File: src/rtl/uart_rx_fifo.sv
// uart_rx_fifo: UART byte receiver (8N1, or 8E1 when UART_RX_PARITY_EN is defined)
// feeding a first-word-fall-through receive FIFO with frame/parity/overflow pulses.
module uart_rx_fifo #(
    parameter int CLK_FREQ   = 100_000_000,
    parameter int BAUD       = 115200,
    parameter int FIFO_DEPTH = 8
) (
    input  logic                          clk,
    input  logic                          rst,
    input  logic                          uart_rx,
    output logic [7:0]                    o_data,
    output logic                          o_valid,
    input  logic                          i_ready,
    output logic [$clog2(FIFO_DEPTH):0]   o_count,
    output logic                          o_frame_err,
    output logic                          o_parity_err,
    output logic                          o_overflow
);
    localparam int CPB  = CLK_FREQ / BAUD;
    localparam int HALF = CPB / 2;
    localparam int CW   = $clog2(CPB + 1);
    localparam int AW   = $clog2(FIFO_DEPTH);
`ifdef UART_RX_PARITY_EN
    typedef enum logic [2:0] {IDLE, START, DATA, PARITY, STOP, WAIT_HIGH} state_t;
    logic par_bad, par_bad_n, parity_err_n;
`else
    typedef enum logic [2:0] {IDLE, START, DATA, STOP, WAIT_HIGH} state_t;
`endif
    state_t state, state_n;
    logic [CW-1:0] cnt, cnt_n;
    logic [2:0] bit_cnt, bit_cnt_n;
    logic [7:0] shift, shift_n;
    logic rx_meta, rx_s, rx_prev;
    logic push, accept, pop, frame_err_n;
    logic [7:0] mem [FIFO_DEPTH];
    logic [AW-1:0] wr_ptr, rd_ptr;
    always_comb begin
        state_n     = state;
        cnt_n       = cnt + 1'b1;
        bit_cnt_n   = bit_cnt;
        shift_n     = shift;
        push        = 1'b0;
        frame_err_n = 1'b0;
`ifdef UART_RX_PARITY_EN
        par_bad_n    = par_bad;
        parity_err_n = 1'b0;
`endif
        case (state)
            IDLE: begin
                cnt_n = '0;
                if (rx_prev && !rx_s) begin
                    state_n   = START;
                    bit_cnt_n = '0;
`ifdef UART_RX_PARITY_EN
                    par_bad_n = 1'b0;
`endif
                end
            end
            START: if (cnt == CW'(HALF - 1)) begin
                cnt_n   = '0;
                state_n = rx_s ? IDLE : DATA;
            end
            DATA: if (cnt == CW'(CPB - 1)) begin
                cnt_n     = '0;
                shift_n   = {rx_s, shift[7:1]};
                bit_cnt_n = bit_cnt + 3'd1;
`ifdef UART_RX_PARITY_EN
                if (bit_cnt == 3'd7) state_n = PARITY;
`else
                if (bit_cnt == 3'd7) state_n = STOP;
`endif
            end
`ifdef UART_RX_PARITY_EN
            PARITY: if (cnt == CW'(CPB - 1)) begin
                cnt_n     = '0;
                par_bad_n = ^{shift, rx_s};
                state_n   = STOP;
            end
`endif
            STOP: if (cnt == CW'(CPB - 1)) begin
                cnt_n = '0;
                // A low stop bit means a break or misalignment: wait for idle before rearming
                if (!rx_s) begin
                    frame_err_n = 1'b1;
                    state_n     = WAIT_HIGH;
                end
`ifdef UART_RX_PARITY_EN
                else if (par_bad) begin
                    parity_err_n = 1'b1;
                    state_n      = IDLE;
                end
`endif
                else begin
                    push    = 1'b1;
                    state_n = IDLE;
                end
            end
            WAIT_HIGH: begin
                cnt_n = '0;
                if (rx_s) state_n = IDLE;
            end
            default: state_n = IDLE;
        endcase
    end
    assign o_valid = o_count != '0;
    assign o_data  = o_valid ? mem[rd_ptr] : 8'h00;
    assign pop     = o_valid && i_ready;
    assign accept  = push && (o_count < (AW + 1)'(FIFO_DEPTH) || pop);
    always_ff @(posedge clk) begin
        if (rst) begin
            state       <= IDLE;
            cnt         <= '0;
            bit_cnt     <= '0;
            shift       <= '0;
            rx_meta     <= 1'b0;
            rx_s        <= 1'b0;
            rx_prev     <= 1'b0;
            wr_ptr      <= '0;
            rd_ptr      <= '0;
            o_count     <= '0;
            o_frame_err <= 1'b0;
            o_overflow  <= 1'b0;
        end else begin
            state       <= state_n;
            cnt         <= cnt_n;
            bit_cnt     <= bit_cnt_n;
            shift       <= shift_n;
            rx_meta     <= uart_rx;
            rx_s        <= rx_meta;
            rx_prev     <= rx_s;
            wr_ptr      <= wr_ptr + AW'(accept);
            rd_ptr      <= rd_ptr + AW'(pop);
            o_count     <= o_count + (AW + 1)'(accept) - (AW + 1)'(pop);
            o_frame_err <= frame_err_n;
            o_overflow  <= push && !accept;
        end
    end
    always_ff @(posedge clk) begin
        if (accept) mem[wr_ptr] <= shift;
    end
`ifdef UART_RX_PARITY_EN
    always_ff @(posedge clk) begin
        if (rst) begin
            par_bad      <= 1'b0;
            o_parity_err <= 1'b0;
        end else begin
            par_bad      <= par_bad_n;
            o_parity_err <= parity_err_n;
        end
    end
`else
    assign o_parity_err = 1'b0;
`endif
endmodule

File: config.mk
export PLATFORM = sky130hd
export DESIGN_NAME = uart_rx_fifo
export DESIGN_NICKNAME = d
export VERILOG_FILES = /design/src/rtl/uart_rx_fifo.sv
export SDC_FILE = /design/constraint.sdc
export NUM_CORES = 1
export LEC_CHECK = 0
export CAP_MARGIN = 40
export CORE_MARGIN = 3
export CORE_UTILIZATION = 54
export CTS_CLUSTER_DIAMETER = 150
export DETAILED_ROUTE_END_ITERATION = 8
export PLACE_DENSITY = 0.86
export SYNTH_ARGS = -nofsm -noshare
export SYNTH_HDL_FRONTEND = slang
export SYNTH_SLANG_ARGS = --single-unit
export TNS_END_PERCENT = 1
File: constraint.sdc
create_clock -name clk -period 2.62 [get_ports clk]
set_clock_uncertainty 0.15 [all_clocks]
set_input_delay 0.524 -clock clk [delete_from_list [all_inputs] [get_ports clk]]
set_output_delay 0.524 -clock clk [all_outputs]
set_load 0.01 [all_outputs]
==> results.yml, run 1 <==
power:
  power_density_nw_per_um2: 742
  leakage_nw: 1.74
  vdd_drop_max_mv: 0.305
timing:
  setup_violations: 0
  tightest_slew_ns: 0.582
  clock.fmax_mhz: 391
  period_minus_slack_ns: 2.55
  slew_headroom_pct: 61.2
  finalHoldViolCount: 0
  drv_slew: 0
  rsz0062_at_grt: "true"
  layout_setup_ws_ns: 0.0657
  holdWs_ns: 0.305
  min_period_over_period_pct: 97.5
hold_path:
  hold_path_class: "reg -> reg"
  hold_depth: 1
grt:
  busiest_layer: "met2"
  met1_usage_pct: 23.4
  antenna_found_initial: 0
  use_met3_pct: 3.79
  met2_usage_pct: 32.5
  grt_pass1_wl_mm: 12.6
  grt_max_degree: 25
  grt_pass1_vias: 2592
  track_usage_pct: 18.8
  grt-ovfl-total: 0
yosys:
  synthXorXnorAreaFrac_pct: 2.44
  yosysSeqAreaShare_pct: 62.7
  synthCells: 313
  yosysUniqueCellTypes: 44
  synth_top_cell_area_share_pct: 44.6
  avgSynthCellArea_um2: 13.8
  synthTopCellsByArea: "edfxtp_1, dfxtp_1, mux4_2"
  synth-edff-count: 64
  synthArstFlopShare_pct: 0
  synth_top_family_by_area: "simple AND/OR/NAND/NOR gates"
  yosysWarnings: 0
  ys_dominant_reg_cell: "edfxtp_1"
  yosys.area_share.simple_pct: 14.3
  synthMuxAreaShare_pct: 10.2
  synth.cell_area_um2: 4310
  synth-seq-cells: 103
  synthAdderAreaFrac_pct: 4.24
  syn_nets: 331
  synth.largest_area_cell: "edfxtp_1"
  synth_compound_area_share_pct: 3.02
floorplanning:
  start_util_pct: 57.6
  io_pins: 20
  die-area_um2: 9100
  die_h_um: 95.4
  num_rows: 31
  die_w_um: 95.4
  core-area_um2: 7490
setup_path:
  worstPathMaxFanout: 2
  crit_chain: "inv_2, ha_1, nor3b_2, inv_1, nand2_2, a211o_1, ha_1, inv_1, ha_2, inv_1, fa_2, nor2_1"
  r2r_start: "o_count[2]"
  rrSetupSlack_ns: 0.07
  startpoint: "o_count[2]"
  arrival_ns: 2.66
  endpoint: "o_count[1]"
  reg2reg_to: "o_count[1]"
  cpMostUsedCell: "inv_1"
  endpoint_kind: "flop"
  startpoint_type: "flop"
  cpMaxStageDelayCell: "fa_2"
  crit_required_ns: 2.73
  crit_type: "reg -> reg"
  reg2reg_depth: 12
  critical_path.max_stage_delay_ns: 0.52
cts:
  cts_max_level: 3
  cts_max_path_buffers: 2
  path_clk_slew_ns: 0.10
  clkSinkCount: 103
  numCtsBuffers: 9
  cts_root_buf: "clkbuf_8"
  clk_latency_ns: 0.36
  hold_buffers: 0
  tritoncts: "done"
detailed_routing:
  totalWireLength_mm: 7.66
  postRouteAntennaNets: 0
  drt_iter0_drc: 124
  drc_errors: 0
  avgViaCountPerCell: 5.49
  vias: 2553
  first_pass_iters: 4
  wl_per_cell_um: 16.5
placement:
  numPortBuffers: 18
  dp_slack_ns: -0.133
  dp_cells: 448
  hpwl_mm: 5.31
  gp_congestion: 0.812
final_layout:
  n_antenna_cell: 0
  nFillCells: 518
  fin_cells: 465
  nets: 379
  area_growth_syn_to_layout_pct: 16.1
  drive_above_1_share_pct: 23.5
outcome:
  status: "finished, final reports clean"
job:
  max_cap_violations: 0
## sequential cells by signal, summed over array words and instances, names as in the netlist
| signal | cells |
|---|---|
| mem | 64 |
| cnt | 10 |
| shift | 8 |
| o_count | 4 |
| bit_cnt | 3 |
| rd_ptr | 3 |
| state | 3 |
| wr_ptr | 3 |
| o_frame_err | 1 |
| o_overflow | 1 |
| rx_meta | 1 |
| rx_prev | 1 |
| rx_s | 1 |
## layout make-up
| type | count | area, um^2 | area share (%) |
|---|---|---|---|
| Sequential cell | 103 | 2710 | 54.1 |
| Clock inverter | 7 | 53.8 | 1.07 |
| Inverter | 14 | 52.6 | 1.05 |
| Multi-Input combinational cell | 181 | 1490 | 29.8 |
| Clock buffer | 9 | 124 | 2.47 |
| Timing Repair Buffer | 52 | 453 | 9.04 |
| Tap cell | 99 | 124 | 2.47 |
## critical path, delay by kind of cell, from the launching register on
| family | cells | cell delay [ns] |
|---|---|---|
| fa+ha+maj | 4 | 1.14 |
| flops | 1 | 0.34 |
| compound gates | 1 | 0.28 |
| simple gates | 3 | 0.27 |
| buf+inv | 4 | 0.26 |
## cell usage after synthesis, types with 3 or more instances
cell,count
a21oi_1,12
and3_1,3
buf_2,4
clkbuf_1,8
dfxtp_1,39
edfxtp_1,64
ha_1,13
inv_1,14
mux2i_1,8
mux4_2,16
nand2_1,27
nand3_1,12
nand4_1,3
nor2_1,34
nor2b_1,8
nor3_1,4
xnor2_1,7
xor2_1,5
## layout by cell type, fill, tap and decap left out, types with 3 or more instances in the layout
cell / instances
nor2b_1: 8
nand2_1: 26
clkdlybuf4s15_1: 5
xnor2_1: 7
inv_1: 13
clkbuf_8: 9
buf_4: 32
dfxtp_1: 35
clkdlybuf4s50_1: 10
ha_1: 12
nor3_1: 4
xor2_1: 5
nor2_1: 34
nand3_1: 12
dfxtp_2: 3
mux4_2: 16
edfxtp_1: 64
and3_1: 3
nand4_1: 3
clkbuf_2: 3
a21oi_1: 12
mux2i_1: 8
## cells by family after synthesis
family / after synthesis
AOI/OAI and AO/OA: 20
and+or+nand+nor: 110
DFF: 103
xor gates and xnor gates: 12
muxes: 24
other: 1
adders and majority gates: 14
buffers and inverters: 29
## how the worst min path moves through the flow
stage | start | to
6_report | rx_meta | rx_s
5_1_grt | rx_meta | rx_s
4_1_cts | rx_meta | rx_s
3_5_place_dp | rx_meta | rx_s
3_3_place_gp | rx_meta | rx_s
2_1_floorplan | rx_meta | rx_s
## power by group
group          total, mW  switching [mW]  internal (mW)
clock              0.903           0.549          0.354
sequential          1.80          0.0529           1.75
combinational       1.01           0.445          0.567
total               3.72            1.05           2.67
## per-layer routing
metal	share of wire [%]	vias to the layer above
met5	0	-
met4	1.0	0
met3	3.5	6
met2	52	38
met1	43	1281
li1	-	1228
## metrics by stage
| stage | instance area, um^2 | setup TNS, ns | total power [mW] | util, % |
|---|---|---|---|---|
| 2_1_floorplan | 4320 | -0.474 | 2.42 | - |
| 3_3_place_gp | 4800 | -0.112 | 2.82 | 64.2 |
| 3_5_place_dp | 4800 | -0.307 | 2.85 | 64.2 |
| 4_1_cts | 5000 | -0.0110 | 3.73 | 66.8 |
| 5_1_grt | 5010 | -0.0656 | 3.91 | 66.9 |
| 6_report | 5010 | 0 | 3.72 | 66.9 |
## what timing repair did
item	4_1_cts	5_1_grt
gates cloned	1	0
endpoints found under the setup margin	8	11
resized for setup	11	18
pin swaps	0	2
setup buffers	0	0
(Power assumes the default switching activity.)
==> run 2: changes to the inputs <==
CORE_UTILIZATION = 30   (was 54)
PLACE_DENSITY = not set   (was 0.86)
==> results.yml, run 2 (synthesized netlist as in run 1, its figures left out) <==
power:
  power_density_nw_per_um2: 804
  vdd_drop_max_mv: 0.388
  total_power_mw: 4.25
  leakage_nw: 1.81
grt:
  grt_pass1_vias: 2563
  grt_max_degree: 21
  grt_pass1_wl_mm: 13.5
  track_usage_pct: 11.0
  grt-ovfl-total: 0
  antenna_found_initial: 0
setup_path:
  rrSetupSlack_ns: 0.07
  reg2reg_to: "o_count[2]"
  startpoint_type: "flop"
  crit_type: "reg -> reg"
  r2r_start: "cnt[3]"
  worstPathMaxFanout: 4
  crit_required_ns: 2.71
  reg2reg_depth: 10
  arrival_ns: 2.64
  endpoint_kind: "flop"
cts:
  tritoncts: "done"
  clk_latency_ns: 0.34
  hold_buffers: 0
  path_clk_slew_ns: 0.07
  clkSinkCount: 103
  cts_root_buf: "clkbuf_16"
  numCtsBuffers: 9
  cts_max_path_buffers: 2
  cts_max_level: 3
placement:
  dp_slack_ns: -0.155
  hpwl_mm: 5.36
  gp_congestion: 0.780
  placed_area_um2: 4930
  numPortBuffers: 18
floorplanning:
  die_w_um: 126
  start_util_pct: 30.8
  num_rows: 43
  core-area_um2: 14000
  io_pins: 20
  die_h_um: 126
  die-area_um2: 15900
final_layout:
  max_flop_register: "mem"
  area_growth_syn_to_layout_pct: 22.5
  reg_top3: "mem: 64 flops, cnt: 10 flops, shift: 8 flops"
  design_area_um2: 5280
  layout_common_cells: "edfxtp_1, dfxtp_1, nor2_1, nand2_1, buf_4"
  drive_above_1_share_pct: 22.8
  final_common_cell: "edfxtp_1"
  n_antenna_cell: 0
  nets: 377
  largest_reg_flops: 64
timing:
  layout_setup_ws_ns: 0.0694
  finalHoldViolCount: 0
  holdWs_ns: 0.292
  clock.fmax_mhz: 392
  setup_violations: 0
  fin_setup_tns_ns: 0
  drv_slew: 0
  min_period_over_period_pct: 97.4
  rsz0062_at_grt: "true"
  period_minus_slack_ns: 2.55
detailed_routing:
  vias: 2484
  wl_per_cell_um: 14.8
  drc_errors: 0
  postRouteAntennaNets: 0
  first_pass_iters: 4
  totalWireLength_mm: 8.08
  drt_iter0_drc: 111
  avgViaCountPerCell: 4.57
hold_path:
  min_from: "rx_meta"
  hold_depth: 1
  hold_path_class: "reg -> reg"
  whs_endpoint: "rx_s"
job:
  max_cap_violations: 0
outcome:
  status: "finished, final reports clean"
-- run 2: cell type report --
class	instances	area [um^2]
clock buffer	9	225
multi-input combinational	181	1510
timing repair buffer	50	475
fill	1345	8710
inverter	14	52.6
sequential	103	2710
clock inverter	7	90.1
tap	180	225
-- run 2: metal layers --
metal	up-vias	track usage [%]	part of all wire, %
met5	-	0	0
met1	1219	13.7	45
li1	1226	-	-
met3	2	4.20	3.5
met2	37	18.3	51
met4	0	2.46	0.47
-- run 2: how the worst max path moves through the flow --
stage / startpoint / end / slack (ns)
after floorplan: o_count[3] / o_count[2] / -0.14
after global placement: i_ready / o_count[2] / -0.08
after detailed placement: i_ready / o_count[2] / -0.15
after CTS: rd_ptr[0] / o_data[3] / 0.007
after global routing: cnt[3] / o_count[2] / -0.07
final: cnt[3] / o_count[2] / 0.07
-- run 2: critical path, cell delays in order, from the launching register on --
cell and delay, ns:
dfxtp_1 0.33, nor4b_4 0.36, nand4_4 0.16, a211o_1 0.31, ha_1 0.28, inv_1 0.07, ha_2 0.17, inv_1 0.05
fa_2 0.34, xor2_1 0.17, nor2_1 0.05
-- run 2: where the power goes --
part           internal, mW  leakage, nW  switching, mW
registers              1.75        0.910         0.0554
logic                 0.582        0.747          0.454
clock network         0.770        0.156          0.635
-- run 2: what timing repair did --
action | 4_1_cts | 5_1_grt
gates cloned | 1 | 0
setup buffers | 0 | 0
setup endpoints to repair | 8 | 11
resized for setup | 14 | 15
pin swaps | 0 | 2
-- run 2: through the flow --
step / util [%] / instances
2_1_floorplan: - / 313
3_3_place_gp: 35.2 / 527
3_5_place_dp: 35.2 / 527
4_1_cts: 37.7 / 544
5_1_grt: 37.8 / 544
6_report: 37.8 / 544
==> run 3: changes to the inputs <==
--- a/config.mk
+++ b/config.mk
@@ -11,4 +11,5 @@
 export CTS_CLUSTER_DIAMETER = 150
 export DETAILED_ROUTE_END_ITERATION = 8
+export MAX_ROUTING_LAYER = met4
 export SYNTH_ARGS = -nofsm -noshare
 export SYNTH_HDL_FRONTEND = slang
==> constraint.sdc (replaced) <==
create_clock -name clk -period 2.62 [get_ports clk]
set_clock_uncertainty 0.15 [all_clocks]
set_input_delay 0.262 -clock clk [delete_from_list [all_inputs] [get_ports clk]]
set_output_delay 0.262 -clock clk [all_outputs]
set_load 0.01 [all_outputs]
==> results.yml, run 3 (synthesized netlist as in run 1, its figures left out) <==
grt:
  grt_pass1_wl_mm: 13.2
  grt_max_degree: 21
  track_usage_pct: 11.2
  grt-ovfl-total: 0
  grt_pass1_vias: 2488
  antenna_found_initial: 0
final_layout:
  largest_reg_flops: 64
  drive_above_1_share_pct: 22.6
  area_growth_syn_to_layout_pct: 22.0
  nets: 376
  reg_top3: "mem: 64 flops, cnt: 10 flops, shift: 8 flops"
  final_common_cell: "edfxtp_1"
  layout_common_cells: "edfxtp_1, nor2_1, dfxtp_1, buf_4, nand2_1"
  max_flop_register: "mem"
  n_antenna_cell: 0
  fin_cells: 543
floorplanning:
  die_h_um: 126
  start_util_pct: 30.8
  core-area_um2: 14000
  die_w_um: 126
  io_pins: 20
  die-area_um2: 15900
  num_rows: 43
hold_path:
  min_from: "rx_meta"
  hold_path_class: "reg -> reg"
timing:
  rsz0062_at_grt: "true"
  setup_violations: 0
  clock.fmax_mhz: 397
  period_minus_slack_ns: 2.52
  fin_setup_tns_ns: 0
  holdWs_ns: 0.292
  drv_slew: 0
  finalHoldViolCount: 0
  min_period_over_period_pct: 96.0
setup_path:
  crit_required_ns: 2.21
  arrival_ns: 2.10
  startpoint_type: "flop"
  worstPathMaxFanout: 9
  startpoint: "rd_ptr[0]"
  r2r_start: "cnt[4]"
  endpoint_kind: "output pin"
  crit_type: "reg -> out"
cts:
  path_clk_slew_ns: 0.07
  cts_root_buf: "clkbuf_16"
  cts_max_level: 3
  clk_latency_ns: 0.34
  tritoncts: "done"
  numCtsBuffers: 9
  cts_max_path_buffers: 2
  clkSinkCount: 103
  hold_buffers: 0
outcome:
  status: "finished, final reports clean"
detailed_routing:
  postRouteAntennaNets: 0
  drc_errors: 0
  vias: 2524
  totalWireLength_mm: 8.18
  avgViaCountPerCell: 4.65
  wl_per_cell_um: 15.1
  first_pass_iters: 4
  drt_iter0_drc: 174
placement:
  gp_congestion: 0.775
  dp_cells: 523
  hpwl_mm: 5.38
  numPortBuffers: 18
power:
  vdd_drop_max_mv: 0.323
  leakage_nw: 1.81
  power_density_nw_per_um2: 813
job:
  max_cap_violations: 0
## run 3: cell type report
class / count / area, um^2
timing repair buffer: 49 / 445
tap: 180 / 225
fill: 1336 / 8730
sequential: 103 / 2710
clock buffer: 9 / 225
multi-input combinational: 181 / 1510
inverter: 14 / 52.6
clock inverter: 7 / 92.6
## run 3: path summary, 6_finish.rpt
kind,to,slack (ns),cells past startpoint
min reg2reg,rx_s,0.29,1
max reg2reg,o_count[1],0.12,9
min,rx_s,0.29,1
max,o_data[3],0.10,5
## run 3: timing repair
| action | CTS | global route |
|---|---|---|
| setup endpoints to repair | 1 | 6 |
| pin swaps | 0 | 4 |
| gates resized for setup | 1 | 12 |
| cloned | 0 | 1 |
| setup buffers | 0 | 3 |
## run 3: metal layers
metal | up-vias | global-route usage, % | share of wire [%]
met3 | 4 | 3.99 | 3.9
met5 | - | - | 0
li1 | 1234 | - | -
met2 | 42 | 17.3 | 51
met1 | 1244 | 14.1 | 45
met4 | 0 | 2.65 | 0.79
## run 3: where the power goes
group          total, mW  internal (mW)  switching [mW]
logic               1.08          0.610           0.467
registers           1.79           1.75          0.0440
clock network       1.40          0.773           0.631
total               4.27           3.13            1.14
## run 3: worst max-delay path: stages (launching register included)
cell             delay [ns]
dfxtp_4                0.38
buf_12                 0.15
mux4_2                 0.50
mux2i_1                0.17
nor2_1                 0.07
clkdlybuf4s50_1        0.48
## run 3: through the flow
step | utilization [%] | cell area, um^2 | power [mW] | worst slack (ns)
3_3_place_gp | 34.7 | 4860 | 2.83 | 0.115
3_5_place_dp | 34.7 | 4860 | 2.85 | 0.0300
5_1_grt | 37.6 | 5260 | 4.51 | -0.00752
4_1_cts | 37.0 | 5180 | 4.26 | 0.00366
6_report | 37.6 | 5260 | 4.27 | 0.104
2_1_floorplan | - | 4320 | 2.42 | -0.143
